$ cat src/rtl/seg_if_pkg.sv
// Shared definitions for the serial seven-segment interface receiver.
package seg_if_pkg;

  localparam int SEG_FRAME_BITS  = 64;
  localparam int SEG_SYNC_STAGES = 2;

  typedef enum logic {
    IDLE = 1'b0,
    RECV = 1'b1
  } rx_state_e;

  // Ceiling log2 used to size counters from parameters at elaboration time.
  function automatic int clog2(input int value);
    int result;
    int v;
    result = 0;
    v = value - 1;
    while (v > 0) begin
      result = result + 1;
      v = v >> 1;
    end
    return result;
  endfunction

endpackage

$ cat src/rtl/seg_sync.sv
// Multi-flop synchronizer for one asynchronous input wire, with a selectable
// reset value so inactive-high signals come out of reset deasserted.
module seg_sync
  import seg_if_pkg::*;
#(
  parameter int   STAGES  = SEG_SYNC_STAGES,
  parameter logic RST_VAL = 1'b0
) (
  input  logic clk,
  input  logic rst,
  input  logic d,
  output logic q
);

  logic [STAGES-1:0] sync_d;
  logic [STAGES-1:0] sync_q;

  // Shift the raw input one stage deeper each clock.
  always_comb begin
    sync_d = {sync_q[STAGES-2:0], d};
  end

  // Synchronizer chain register.
  // NOTE: sequential state uses non-blocking assignments so every flop samples
  // the pre-edge value of its neighbour; blocking here would collapse the chain.
  always_ff @(posedge clk or posedge rst) begin
    if (rst) sync_q <= {STAGES{RST_VAL}};
    else     sync_q <= sync_d;
  end

  assign q = sync_q[STAGES-1];

endmodule

$ cat src/rtl/seg_serial_rx.sv
// Receive side of the SEGCLK/SEGDT/SEGCLR/SEGEN display link: oversamples the
// wires, deserializes MSB-first frames and strobes completed or aborted frames.
module seg_serial_rx
  import seg_if_pkg::*;
#(
  parameter int FRAME_BITS  = SEG_FRAME_BITS,
  parameter int TIMEOUT     = 1024,
  parameter int SYNC_STAGES = SEG_SYNC_STAGES
) (
  input  logic                            clk,
  input  logic                            rst,
  input  logic                            seg_clk,
  input  logic                            seg_dt,
  input  logic                            seg_clr,
  input  logic                            seg_en,
  output logic [FRAME_BITS-1:0]           frame,
  output logic                            frame_valid,
  output logic                            frame_err,
  output logic                            disp_on,
  output logic [clog2(FRAME_BITS):0]      bit_cnt
);

  localparam int                CNT_W    = clog2(FRAME_BITS) + 1;
  localparam logic [CNT_W-1:0]  CNT_FULL = CNT_W'(FRAME_BITS);
  localparam logic [CNT_W-1:0]  CNT_LAST = CNT_W'(FRAME_BITS - 1);
  localparam logic [15:0]       TMO_LAST = 16'(TIMEOUT - 1);

  logic clk_s, dt_s, clr_s, en_s;

  seg_sync #(.STAGES(SYNC_STAGES), .RST_VAL(1'b0)) u_sync_clk (.clk(clk), .rst(rst), .d(seg_clk), .q(clk_s));
  seg_sync #(.STAGES(SYNC_STAGES), .RST_VAL(1'b0)) u_sync_dt  (.clk(clk), .rst(rst), .d(seg_dt),  .q(dt_s));
  seg_sync #(.STAGES(SYNC_STAGES), .RST_VAL(1'b1)) u_sync_clr (.clk(clk), .rst(rst), .d(seg_clr), .q(clr_s));
  seg_sync #(.STAGES(SYNC_STAGES), .RST_VAL(1'b0)) u_sync_en  (.clk(clk), .rst(rst), .d(seg_en),  .q(en_s));

  rx_state_e             state_d, state_q;
  logic                  prev_q;
  logic [CNT_W-1:0]      bit_cnt_d, bit_cnt_q;
  logic [FRAME_BITS-1:0] shift_d, shift_q;
  logic [FRAME_BITS-1:0] frame_d, frame_q;
  logic [15:0]           timer_d, timer_q;
  logic                  valid_d, valid_q;
  logic                  err_d, err_q;

  logic                  rise;
  logic                  clear;
  logic                  complete;
  logic                  timeout;
  logic [FRAME_BITS-1:0] shifted;

  // Event decode: a full frame is handed off in the cycle after its last bit,
  // and a rise in the timeout cycle still counts as data.
  always_comb begin
    rise     = clk_s & ~prev_q;
    clear    = ~clr_s;
    complete = (state_q == RECV) && (bit_cnt_q == CNT_FULL);
    timeout  = (state_q == RECV) && !complete && !rise && (timer_q == TMO_LAST);
    shifted  = {shift_q[FRAME_BITS-2:0], dt_s};
  end

  // State register and all datapath flops.
  always_ff @(posedge clk or posedge rst) begin
    if (rst) begin
      state_q   <= IDLE;
      prev_q    <= 1'b0;
      bit_cnt_q <= '0;
      shift_q   <= '0;
      frame_q   <= '0;
      timer_q   <= '0;
      valid_q   <= 1'b0;
      err_q     <= 1'b0;
    end else begin
      state_q   <= state_d;
      prev_q    <= clk_s;
      bit_cnt_q <= bit_cnt_d;
      shift_q   <= shift_d;
      frame_q   <= frame_d;
      timer_q   <= timer_d;
      valid_q   <= valid_d;
      err_q     <= err_d;
    end
  end

  // Next-state logic: clear dominates, a completed frame re-arms, timeout aborts.
  always_comb begin
    state_d = state_q;
    if (clear) begin
      state_d = IDLE;
    end else if (complete) begin
      state_d = rise ? RECV : IDLE;
    end else begin
      case (state_q)
        IDLE:    if (rise) state_d = RECV;
        RECV:    if (timeout) state_d = IDLE;
        default: state_d = IDLE;
      endcase
    end
  end

  // Datapath and strobe logic driven by the current state and decoded events.
  always_comb begin
    // NOTE: every comb output gets a default first so no path can infer a latch.
    bit_cnt_d = bit_cnt_q;
    shift_d   = shift_q;
    frame_d   = frame_q;
    timer_d   = timer_q;
    // A completed frame always reports valid, even if clear arrives with it.
    valid_d   = complete;
    err_d     = 1'b0;

    if (clear) begin
      shift_d   = '0;
      bit_cnt_d = '0;
      timer_d   = '0;
      // Only a genuinely partial frame is reported as discarded; after the first
      // low cycle bit_cnt is already 0, so this fires once per clear.
      err_d     = (bit_cnt_q != '0) && !complete;
    end else if (rise && (state_q == IDLE || complete)) begin
      shift_d   = {{(FRAME_BITS-1){1'b0}}, dt_s};
      bit_cnt_d = CNT_W'(1);
      timer_d   = '0;
    end else if (complete || state_q == IDLE) begin
      bit_cnt_d = '0;
      timer_d   = '0;
    end else if (rise) begin
      shift_d   = shifted;
      bit_cnt_d = bit_cnt_q + CNT_W'(1);
      timer_d   = '0;
      if (bit_cnt_q == CNT_LAST) frame_d = shifted;
    end else if (timeout) begin
      shift_d   = '0;
      bit_cnt_d = '0;
      timer_d   = '0;
      err_d     = 1'b1;
    end else begin
      timer_d   = timer_q + 16'd1;
    end
  end

  assign frame       = frame_q;
  assign frame_valid = valid_q;
  assign frame_err   = err_q;
  assign disp_on     = en_s;
  assign bit_cnt     = bit_cnt_q;

endmodule

$ cat config.mk
export PLATFORM = sky130hd
export DESIGN_NAME = seg_serial_rx
export DESIGN_NICKNAME = d
export VERILOG_FILES = /design/src/rtl/seg_if_pkg.sv /design/src/rtl/seg_sync.sv /design/src/rtl/seg_serial_rx.sv
export SDC_FILE = /design/constraint.sdc
export NUM_CORES = 1
export LEC_CHECK = 0
export BUFFER_PORTS_ARGS = -buffer_cell sky130_fd_sc_hd__buf_4
export CORE_UTILIZATION = 61
export DETAILED_ROUTE_END_ITERATION = 6
export PLACE_DENSITY = 0.84
export SYNTH_ARGS = -nofsm -noshare
export SYNTH_HDL_FRONTEND = slang
export SYNTH_SLANG_ARGS = --single-unit
export TNS_END_PERCENT = 100
$ cat constraint.sdc
create_clock -name clk -period 11.9 [get_ports clk]
set_input_delay 2.38 -clock clk [delete_from_list [all_inputs] [get_ports clk]]
set_output_delay 2.38 -clock clk [all_outputs]
set_load 0.01 [all_outputs]
* Yosys cells after proc, flatten, opt, wreduce, memory -nomap -nowiden
Index checks and enable logic that the tools add are counted.
** Cells by class
- Add/sub/neg operators :: 2
- Eq/ne operators :: 6
- Multiplexer cells :: 25
- Bitwise operators :: 5
- Reduce and logical (&&, ||, !) cells :: 12
** Operators by type and width (count)
- $mux 63 :: 5
- $mux 16 :: 5
- $mux 7 :: 5
- $add 16x1->16 const B :: 1
- $eq 16x10->1 const B :: 1
- $mux 1 :: 9
- $add 7x1->7 const B :: 1
- $eq 7x6->1 const B :: 1
- $eq 7x7->1 const B :: 1
- $reduce_bool 7->1 :: 1
- $logic_and 1x1->1 :: 6
- $ne 5x5->1 const B :: 1
- $reduce_and 5->1 :: 1
- $ne 4x4->1 const B :: 1
- $not 1->1 :: 4
- $ne 3x3->1 const B :: 1
- $logic_not 1->1 :: 2
- $pmux 1 s2 :: 1
- $reduce_and 2->1 :: 1
- $and 1x1->1 :: 1
- $logic_or 1x1->1 :: 1
** Storage, ports and cells
- Register bits after elaboration :: 162
- Logic and storage cells :: 62

* Depth between registers and ports, before layout
Gate-level depths: netlist of run 1.
- Depth after elaboration :: 11
- Depth in mapped cells :: 8

* Hierarchy
A second synthesis of run 1 with hierarchy kept.
** Unflattened totals
- Cells, all modules :: 433
- Area, all modules :: 6140.9 µm²
** By module, submodules not included
- seg_serial_rx :: instances 1, cells each 421, area an instance 5923.2 µm², seq. area each 3853.7 µm²
- seg_sync (u_sync_clk ...) :: instances 3, cells each 3, area an instance 53.8 µm², seq. area each 50.0 µm²
- seg_sync (u_sync_clr) :: instances 1, cells each 3, area an instance 56.3 µm², seq. area each 52.6 µm²

* Worst setup path before layout of run 1
OpenSTA, ideal clock, no wires.
- Kind :: register to output
- Start :: register bit_cnt_q[5] (netlist: bit_cnt[5])
- End :: output bit_cnt[5]
- Data arrival time :: 0.432 ns
- Required time :: 9.520 ns
- Slack :: 9.088 ns
- Stages on the path, launching flop included :: 1
- Buffers on the path :: 0
- Cells stage by stage :: dfrtp_1
** RTL lines
- start, declared :: RTL line seg_serial_rx.sv:37 : logic [CNT_W-1:0] bit_cnt_d, bit_cnt_q;
- start signal, assigned :: RTL line seg_serial_rx.sv:74 : bit_cnt_q <= bit_cnt_d;
- end, declared :: RTL line seg_serial_rx.sv:20 : output logic [clog2(FRAME_BITS):0] bit_cnt
No word-level cell between the ends.

* Worst setup path after layout of run 1
- Start :: register bit_cnt_q[5] (netlist: bit_cnt[5])
- End :: output bit_cnt[5]
No word-level cell between the ends.

==> summary.md, run 1 <==
| Metric | Value |
|---|---|
| Cells on worst reg2reg path | 6 |
| Top Family by Delay on Critical Path | flip-flops |
| Via count | approximately 3800 |
| Arrival @ worst endpoint | 1160 ps |
| Hold Path Origin | u_sync_dt.sync_q[0] |
| Required arrival time at the worst endpoint | 9520 ps |
| Fin. Hold Viols | 0 |
| DP Area | 0.00688 mm^2 |
| Core Area | 0.00977 mm^2 |
| Clk_lat worst skew | approximately 520 ps |
| Initial detailed-routing violation count | 228 |
| Mapped Avg Cell Area | about 14 um^2 |
| # setup viols final | 0 |
| Post-DP HPWL | 6930 um |
| Netlist cell types | 42 |
| Clock sinks | 162 |
| Critical R2R Capture | frame[52] |
| Final WS setup | 8360 ps |
| Initial antenna violation count | 0 |
| Post-CTS setup buffers | 0 |
| Chip width | slightly above 100 um |
| DP Worst Slack | 7840 ps |
| Cell leakage power | between 3 and 4 nW |
| Largest net degree at the start of global routing | 84 |
| Layout area overhead | 21.7% |
| DIE HEIGHT | 103 um |
| Slew margin rel. | 0.358 |
| CP Cell Sequence | buf_4 |
| Crit start category | register |
| Routed vias/inst | 5.82 |
| Number of buffers added on ports | 79 |
| Cts repair resizes | 0 |
| Maximum fanout along the worst path | 7 |
| WL/cell | 17.9 um |
| Final layout net count | 518 |
| Num rows | 36 |
| IO Count | 80 |
| Die ar. | about 0.011 mm^2 |
| CTS tree | yes |
| DR DRC count | 0 |
| Post-CTS Hold Fix Bufs | 0 |
| Cell count after synthesis | 429 |
| Initial core utilization | 0.631 |
| Worst Setup End Kind | output pin |
| Layout cells sized above 1 | 0.363 |
| Least-Margin Pin Slew | around 960 ps |
| Sum Neg Setup Slack | 0 ps |
| Crit path buf inv count | 1 |
| Hold_ws | 350 ps |
| Final Max Tran Viols | 0 |
| Final period utilization | 0.297 |
| Cts bufs inserted | 17 |
| Dominant synthesized flop cell | dfrtp_1 |
| Maximum VDD drop | 100 uV |
| EDFF count, synth | 0 |
| Period minus WS final | ~3500 ps |
| Total power | 1.14 mW |
| First-pass GRT wire length | around 19000 um |
| Number of global-route vias before repair | 3741 |
| Hold Path Class | reg2reg |
| Max-Cap Viols | 0 |
| Final GP Congestion | approximately 0.85 |
| Final antenna-violating net count | 0 |
| Yosys warns | 0 |
| Fraction of the yosys area taken by sequential cells | 0.658 |
| Async SR Flop Fraction | 1.00 |
| Post-route cell area | 0.00750 mm^2 |
| Clock transition at path regs | 60 ps |
| Hold Path Depth | 0 |
| RR Startpoint | bit_cnt[0] |
| Setup CP Type | reg2out |
| Clk_skew | between 6 and 7 ps |
| Power density over the cells | between 150 and 200 mW/mm^2 |
| Min-Delay Endpoint | u_sync_dt.sync_q[1] |
| First-pass detailed-route iteration total | 4 |
| Status | finished, final reports clean |
| H-tree levels | 4 |
| GRT Util Overall | 0.244 |
| Total grt overflow | 0 |
| Root Buffer | clkbuf_8 |
| Seq cells post-synth | roughly 160 |
| Slowest stage delay, CP | 460 ps |
| Number of diodes | 0 |
| Fmax | 283 MHz |
| Total Routed Length | 11700 um |
| Synthesized cell area | 0.00616 mm^2 |
| Syn Nets | 438 |
| Reg2reg setup slack | 8970 ps |
| Max clock buf depth | 2 |
| Max stage delay cell, worst path | dfrtp_1 |
| RSZ-0062 raised after global routing | false |
## power by group
group	switching, mW	internal (mW)
logic	0.0185	0.00420
registers	0.00169	0.554
clock network	0.209	0.357
## through the flow
stage / std cells / utilization
after global routing: 654 / 0.767
after global placement: 623 / 0.704
final: 654 / 0.767
after CTS: 654 / 0.767
after detailed placement: 623 / 0.704
after floorplan: 429 / -
## cells in the final DEF (no fill, tap or decap), drive strengths merged, types with 2 or more instances in the layout
| master | instances |
|---|---|
| ha | 3 |
| nand2 | 8 |
| nor3 | 6 |
| xnor2 | 8 |
| clkinvlp | 2 |
| and2 | 4 |
| clkbuf | 23 |
| bufinv | 4 |
| nand4 | 5 |
| dfrtp | 160 |
| a22o | 64 |
| a21oi | 3 |
| xor2 | 5 |
| and4 | 2 |
| nor2 | 21 |
| inv | 11 |
| buf | 83 |
| a211o | 2 |
| and3 | 7 |
| o21ai | 7 |
| or4 | 3 |
| nand3 | 8 |
| mux2 | 64 |
| dfstp | 2 |
## cell type report
cell class | instances | area [um^2]
sequential | 162 | 4060
tap | 133 | 166
fill | 570 | 2270
inverter | 10 | 42.5
clock buffer | 23 | 467
clock inverter | 8 | 149
multi-input combinational | 235 | 2000
timing repair buffer | 83 | 623
## routing by layer
metal / wire, um / track usage
met4: 193 / 0.0978
met1: 5140 / 0.334
met5: 0 / 0
met2: 5970 / 0.385
met3: 413 / 0.0542
## worst max path at each step
stage               startpoint     endpoint  slack [ps]  depth (start not counted)
detailed placement         rst    frame[42]        7840                          3
finish              bit_cnt[5]   bit_cnt[5]        8360                          1
floorplan                  rst   bit_cnt[0]        5150                          1
global placement           rst    frame[23]        7880                          3
global route               rst  shift_q[53]        8160                          3
CTS                 bit_cnt[5]   bit_cnt[5]        8350                          1
## synth_stat cells (all sizes together) (7+ instances only)
cell / number / share of area
buf: 15 / 0.012
mux2: 64 / 0.12
dfrtp: 160 / 0.65
nor2: 21 / 0.013
xnor2: 8 / 0.011
inv: 10 / 0.0061
and3: 7 / 0.0079
nand2: 8 / 0.0049
nand3: 8 / 0.0073
a22o: 64 / 0.091
clkbuf: 7 / 0.0043
o21ai: 7 / 0.0057
## logic make-up after synthesis
logic type | share of synthesized area
XOR/XNOR | 0.0185
flip-flops | 0.658
multiplexers | 0.117
AND/OR/NAND/NOR | 0.0694
adder cells (fa/ha/maj) | 0.00609
AO/OA/AOI/OAI | 0.108
buffers and inverters | 0.0225
## flip-flops by register name, indices dropped and copies added (netlist names)
register / count
frame: 64
shift_q: 63
timer_q: 16
bit_cnt: 7
u_sync_clk.sync_q: 2
u_sync_clr.sync_q: 2
u_sync_dt.sync_q: 2
u_sync_en.sync_q: 2
frame_err: 1
frame_valid: 1
prev_q: 1
state_q: 1
(Power assumes the default switching activity.)
==> inputs of run 2 (changes only) <==
--- a/config.mk
+++ b/config.mk
@@ -6,9 +6,9 @@
 export NUM_CORES = 1
 export LEC_CHECK = 0
 export BUFFER_PORTS_ARGS = -buffer_cell sky130_fd_sc_hd__buf_4
-export CORE_UTILIZATION = 61
+export CORE_UTILIZATION = 51
 export DETAILED_ROUTE_END_ITERATION = 6
-export PLACE_DENSITY = 0.84
+export PLACE_DENSITY = 0.75
 export SYNTH_ARGS = -nofsm -noshare
 export SYNTH_HDL_FRONTEND = slang
 export SYNTH_SLANG_ARGS = --single-unit
==> constraint.sdc (replaced) <==
create_clock -name clk -period 2.9 [get_ports clk]
set_input_delay 0.58 -clock clk [delete_from_list [all_inputs] [get_ports clk]]
set_output_delay 0.58 -clock clk [all_outputs]
set_load 0.01 [all_outputs]
==> run 2 against run 1 <==
  * The run now ends with design-rule violations left
  * Sequential power rose to 4.1 times the previous value
  * Final cell count rose by 2.1%
  * Clock power rose to 4.1 times the previous value
  * Die area up 19%
  * Via count is 0.24% higher
  * Clock-buffer cell count is 5 lower
  * Clock skew is 6.9 ps higher
  * Sequential share of layout area is 0.61 points lower
  * Core utilization fell by 11 points
  * Routed wire length down 2.0%
  * Flip-flop and latch count unchanged
  * Non-clock buffer count is 3 higher
  * Critical path type is now reg2reg
  * Critical endpoint is now shift_q[16]
==> summary.md, run 2 (same netlist as run 1, synthesis figures left out) <==
| Metric | Value |
|---|---|
| Final period utilization | 0.790 |
| Cts bufs inserted | 17 (unchanged) |
| Number of buffers added on ports | 79 (unchanged) |
| Routed vias/inst | 5.71 (-1.9%) |
| Sw Share | 0.213 (+0.0124) |
| Num rows | 39 (+8.3%) |
| Failing checks | design-rule violations |
| First-pass detailed-route iteration total | 6 (+2) |
| Fmax | roughly 440 MHz |
| Total Routed Length | 11500 um (-2.0%) |
| Cell leakage power | 3.78 nW (+0.85%) |
| FF+latch area | 0.00406 mm^2 (unchanged) |
| Maximum VDD drop | 320 uV (+220%) |
| Cts repair resizes | 0 (unchanged) |
| Met2 WL post-DR | 5570 um (-6.7%) |
| Core Util, Final | 0.653 (-0.114) |
| DIE HEIGHT | 112 um (+9.2%) |
| Via count | 3815 (+0.24%) |
| WL met3 | 452 um (+9.4%) |
| Flop pwr share | 0.487 (+0.002) |
| DR DRC count | 5 (+5) |
| Final GP Congestion | 0.843 (-0.50%) |
| Status | finished with violations |
| Power density over the cells | 617 mW/mm^2 (+300%) |
| Final antenna-violating net count | 0 (unchanged) |
| Commonest cells after routing, fill and taps aside | dfrtp_1, buf_4, mux2_2 |
| Number of global-route vias before repair | 3809 (+1.8%) |
| Max clock buf depth | 2 (unchanged) |
| Initial core utilization | 0.531 (-0.0999) |
| H-tree levels | 4 (unchanged) |
| Clock sinks | 162 (unchanged) |
| Top Metal Used | met4 |
| Final Max Tran Viols | 0 (unchanged) |
| Setup CP Type | reg2reg |
| Maximum fanout along the worst path | 36 (+29) |
| Sum Neg Setup Slack | 0 ps (unchanged) |
| Slowest stage delay, CP | 460 ps (about the same) |
| Clk pwr share | 0.491 (-0.004) |
| Initial antenna violation count | 0 (unchanged) |
| Max stage delay cell, worst path | a21boi_1 |
| Largest net degree at the start of global routing | 80 (-4.8%) |
| Total power | 4.68 mW (+310%) |
| Area of the multi-input gates | 0.00200 mm^2 (unchanged) |
| Total grt overflow | 0 (unchanged) |
| GRT Util Overall | 0.206 (-0.0383) |
| # setup viols final | 0 (unchanged) |
| Number of diodes | 0 (unchanged) |
| Layout cells sized above 1 | 0.373 (+0.0106) |
| WL met1 | 5180 um (+0.70%) |
| RSZ-0062 raised after global routing | false |
| Pint | 3.68 mW (+300%) |
| Post-CTS setup buffers | 0 (unchanged) |
| Period minus WS final | around 2300 ps |
| Die ar. | 0.0125 mm^2 (+19%) |
| Clk_skew | 13.1 ps (+6.93 ps) |
| Post-CTS Hold Fix Bufs | 0 (unchanged) |
| Crit start category | register |
| Max reg flops | 64 (unchanged) |
| Root Buffer | clkbuf_16 |
| Least-Margin Pin Slew | 659 ps (-304 ps) |
| Most common library cell in the layout ignoring fill and taps | dfrtp_1 |
| Comb power frac | 0.022 (+0.002) |
| Chip width | 112 um (+9.2%) |
| Clk_lat worst skew | 430 ps (-90 ps) |
| Fin. Hold Viols | 0 (unchanged) |
| Max-Cap Viols | 0 (unchanged) |
| CP Cell Sequence | inv_1 -> ha_1 -> and4bb_2 -> a21boi_1 -> a31oi_4 -> buf_4 -> a22o_1 |
| First-pass GRT wire length | 19800 um (+3.5%) |
| CTS tree | yes |
| Fill count | 838 (+47%) |
| Placed cells | 636 (+2.1%) |
| Core Area | 0.0116 mm^2 (+19%) |
| Clock transition at path regs | 70 ps (about the same) |
| Final layout net count | 521 (+0.58%) |
| Required arrival time at the worst endpoint | 3210 ps (-6310 ps) |
| Layout area overhead | 23.1% |
| Arrival @ worst endpoint | 2600 ps (+1440 ps) |
| Hold Path Class | in2async |
| WL/cell | 17.2 um (-4.0%) |
| Initial detailed-routing violation count | 260 (+14%) |
| IO Count | 80 (unchanged) |
| Worst Setup End Kind | register |
| Post-DP HPWL | 7230 um (+4.3%) |
| Slew margin rel. | 0.560 (+0.201) |
| Finished Layout Cells | 668 (+2.1%) |
| Switching power | 0.995 mW (+330%) |
run 2: changes by cell type in the layout (fill, tap and decap cells not counted), moves of 3 or more:
| cell | delta |
|---|---|
| clkinv_4 | +5 |
| clkbuf_8 | -3 |
| clkbuf_1 | -3 |
| buf_12 | +4 |
run 2: critical path, delay by kind of cell, from the launching register on:
family,cells,cell delay [ps]
AO/OA/AOI/OAI,3,900
adder cells (fa/ha/maj),1,210
buffers and inverters,2,350
flip-flops,1,440
AND/OR/NAND/NOR,1,260
run 2: final timing paths:
path                            slack (ps)  depth (start not counted)                    to                  from
worst min-delay path                   210                          2           frame_valid                   rst
max in group asynchronous             1910                          3              frame[4]                   rst
worst min register to register         350                          0  u_sync_clk.sync_q[1]  u_sync_clk.sync_q[0]
min in group clk                       250                          1  u_sync_clr.sync_q[0]               seg_clr
worst max register to register         610                          7           shift_q[16]            bit_cnt[0]
worst max-delay path                   610                          7           shift_q[16]            bit_cnt[0]
run 2: layer usage:
| layer | vias to the layer above | global-route usage |
|---|---|---|
| met1 | 1970 | 0.275 |
| li1 | 1734 | - |
| met4 | 0 | 0.109 |
| met2 | 89 | 0.318 |
| met5 | - | 0 |
| met3 | 22 | 0.0463 |
run 2: per-stage QoR:
step	instance area, um^2	hold slack, ps	setup WS [ps]
2_1_floorplan	6170	331	265
3_3_place_gp	6970	335	706
3_5_place_dp	6970	338	630
4_1_cts	7580	220	611
5_1_grt	7580	236	378
6_report	7580	214	610
run 2: power by group through the flow:
stage | logic (mW) | clock network [mW] | registers [mW]
final | 0.101 | 2.30 | 2.28
after global routing | 0.117 | 2.44 | 2.28
after global placement | 0.102 | 0 | 2.32
after CTS | 0.106 | 2.34 | 2.28
after detailed placement | 0.106 | 0 | 2.32
after floorplan | 0.0667 | 0 | 2.32
run 2: final cells by class:
| class | count | share of cell area |
|---|---|---|
| flip-flops and latches | 162 | 0.535 |
| multi-input cells | 235 | 0.263 |
| inverters | 10 | 0.00544 |
| clock buffers | 18 | 0.0579 |
| clock inverters | 14 | 0.0234 |
| well taps | 143 | 0.0236 |
| repair buffers | 86 | 0.0917 |
==> inputs of run 3 (changes only) <==
--- a/config.mk
+++ b/config.mk
@@ -6,9 +6,9 @@
 export NUM_CORES = 1
 export LEC_CHECK = 0
 export BUFFER_PORTS_ARGS = -buffer_cell sky130_fd_sc_hd__buf_4
-export CORE_UTILIZATION = 51
+export CORE_UTILIZATION = 57
 export DETAILED_ROUTE_END_ITERATION = 6
-export PLACE_DENSITY = 0.75
+export PLACE_DENSITY = 0.79
 export SYNTH_ARGS = -nofsm -noshare
 export SYNTH_HDL_FRONTEND = slang
 export SYNTH_SLANG_ARGS = --single-unit
==> constraint.sdc (replaced) <==
create_clock -name clk -period 2.4 [get_ports clk]
set_input_delay 0.48 -clock clk [delete_from_list [all_inputs] [get_ports clk]]
set_output_delay 0.48 -clock clk [all_outputs]
set_load 0.01 [all_outputs]
==> run 3 against run 2 <==
  * The flow now finishes without violations
  * Fmax increased by 3.0%
  * Clock power is 13% higher
  * Worst setup slack worse by 430 ps
  * Critical path depth fell by 2
  * Critical path type unchanged
==> summary.md, run 3 (same netlist as run 1, synthesis figures left out) <==
| Metric | Value |
|---|---|
| Met2 WL post-DR | 5560 um (about the same) |
| Max clock buf depth | 2 (unchanged) |
| Fmax | 450 MHz (+3.0%) |
| Die ar. | 0.0112 mm^2 (-10%) |
| Cts bufs inserted | 17 (unchanged) |
| Layout area overhead | 22.1% |
| Root Buffer | clkbuf_8 |
| DP Worst Slack | 200 ps (-430 ps) |
| Fill count | 700 (-16%) |
| DR DRC count | 0 (-5) |
| Period minus WS final | 2220 ps (-66.2 ps) |
| Final Max Tran Viols | 0 (unchanged) |
| Maximum fanout along the worst path | 53 (+47%) |
| Max stage delay cell, worst path | or4_4 |
| Post-route cell area | 0.00752 mm^2 (-0.79%) |
| Slew margin rel. | 0.521 (-0.0391) |
| Post-DP HPWL | 7050 um (-2.5%) |
| Number of diodes | 0 (unchanged) |
| DP Area | 0.00695 mm^2 (-0.20%) |
| Final layout net count | 522 (+0.19%) |
| Clk_skew | 4.97 ps (-8.10 ps) |
| Num rows | 37 (-5.1%) |
| Top Metal Used | met4 |
| Max reg flops | 64 (unchanged) |
| Chip width | 106 um (-5.3%) |
| First-pass GRT wire length | 19200 um (-3.1%) |
| Initial core utilization | 0.592 (+0.0610) |
| Post-CTS Hold Fix Bufs | 0 (unchanged) |
| WL met1 | 5170 um (-0.17%) |
| Fin. Hold Viols | 0 (unchanged) |
| Cell leakage power | 3.75 nW (-0.56%) |
| WL/cell | 17.4 um (+0.98%) |
| Max-Cap Viols | 0 (unchanged) |
| RSZ-0062 raised after global routing | false |
| Number of global-route vias before repair | 3784 (-0.66%) |
| Power density over the cells | 726 mW/mm^2 (+18%) |
| # setup viols final | 0 (unchanged) |
| Most common library cell in the layout ignoring fill and taps | dfrtp_1 |
| Hold Path Class | in2async |
| Worst Setup End Kind | register |
| First-pass detailed-route iteration total | 6 (unchanged) |
| CTS tree | yes |
| Layout cells sized above 1 | 0.370 (-0.00310) |
| Final period utilization | 0.926 (+0.137) |
| Final antenna-violating net count | 0 (unchanged) |
| Initial detailed-routing violation count | 204 (-22%) |
| H-tree levels | 4 (unchanged) |
| DIE HEIGHT | 106 um (-5.3%) |
| Largest net degree at the start of global routing | 139 (+74%) |
| Top Family by Delay on Critical Path | simple AND/OR/NAND/NOR gates |
| Cts repair resizes | 0 (unchanged) |
| GRT Util Overall | 0.222 (+0.0162) |
| Clock transition at path regs | 60 ps (about the same) |
| Arrival @ worst endpoint | 2620 ps (+20 ps) |
| IO Count | 80 (unchanged) |
| Maximum VDD drop | 517 uV (+62%) |
| WL met3 | 551 um (+22%) |
| Number of buffers added on ports | 79 (unchanged) |
| Required arrival time at the worst endpoint | 2800 ps (-410 ps) |
| Initial antenna violation count | 0 (unchanged) |
| CP Cell Sequence | or4_4 -> nor3_1 -> a31oi_4 -> buf_12 -> a22o_1 |
| Least-Margin Pin Slew | 719 ps (+60.1 ps) |
| Total Routed Length | 11500 um (-0.23%) |
| Crit path buf inv count | 1 (-1) |
| Final GP Congestion | 0.857 (+1.6%) |
| Status | finished, final reports clean |
| Total grt overflow | 0 (unchanged) |
| Routed vias/inst | 5.76 (+0.84%) |
| Slowest stage delay, CP | 550 ps (+90 ps) |
| Core Area | 0.0104 mm^2 (-10%) |
| Clock sinks | 162 (unchanged) |
| Crit start category | register |
| Clk_lat worst skew | 520 ps (+90 ps) |
| Via count | 3801 (-0.37%) |
| Final WS setup | 177 ps (-434 ps) |
| Post-CTS setup buffers | 0 (unchanged) |
| Setup CP Type | reg2reg |
| Commonest cells after routing, fill and taps aside | dfrtp_1, buf_4, mux2_2 |
run 3: changes by cell type in the layout (fill, tap and decap cells not counted), moves of 2 or more:
| cell | change |
|---|---|
| clkinv_2 | +3 |
| inv_6 | -3 |
| buf_4 | +2 |
| clkinv_4 | -4 |
run 3: power breakdown:
part / switching [mW] / total [mW] / internal, mW
Clock: 0.996 / 2.59 / 1.59
Sequential: 0.00845 / 2.75 / 2.75
Combinational: 0.0931 / 0.122 / 0.0286
run 3: worst paths after layout:
| path | start | endpoint | slack [ps] | cells past startpoint |
|---|---|---|---|---|
| max | timer_q[12] | shift_q[37] | 180 | 5 |
| min | rst | frame[52] | 70 | 3 |
| max reg2reg | timer_q[12] | shift_q[37] | 180 | 5 |
| min reg2reg | u_sync_clk.sync_q[0] | u_sync_clk.sync_q[1] | 350 | 0 |
| max in group asynchronous | rst | frame[15] | 1670 | 3 |
| min in group clk | seg_en | u_sync_en.sync_q[0] | 70 | 1 |
run 3: layer usage:
metal	track usage	vias up
met5	0	-
met4	0.0694	0
met3	0.0705	13
met2	0.337	106
met1	0.310	1946
li1	-	1736
run 3: layout make-up:
class	instances	area [um^2]	area share
clock inverter	11	139	0.0185
tap	136	170	0.0226
sequential	162	4060	0.539
multi-input combinational	235	2000	0.265
inverter	10	41.3	0.00549
clock buffer	19	432	0.0574
timing repair buffer	87	691	0.0918
run 3: worst register-to-register path, stage by stage, from the launching register on:
cell and delay, ps:
dfrtp_1 410, or4_4 550, nor3_1 360, a31oi_4 250
buf_12 250, a22o_1 300
run 3: through the flow:
stage                     power, mW  hold WS [ps]  std cells  setup TNS (ps)   util
after global placement         2.92           333        630               0  0.668
after floorplan                2.88           331        429          -21630      -
after detailed placement       2.93           336        630               0  0.668
after global routing           5.66          32.0        660               0  0.722
after CTS                      5.52          40.1        660               0  0.722
final                          5.46          66.4        660               0  0.722
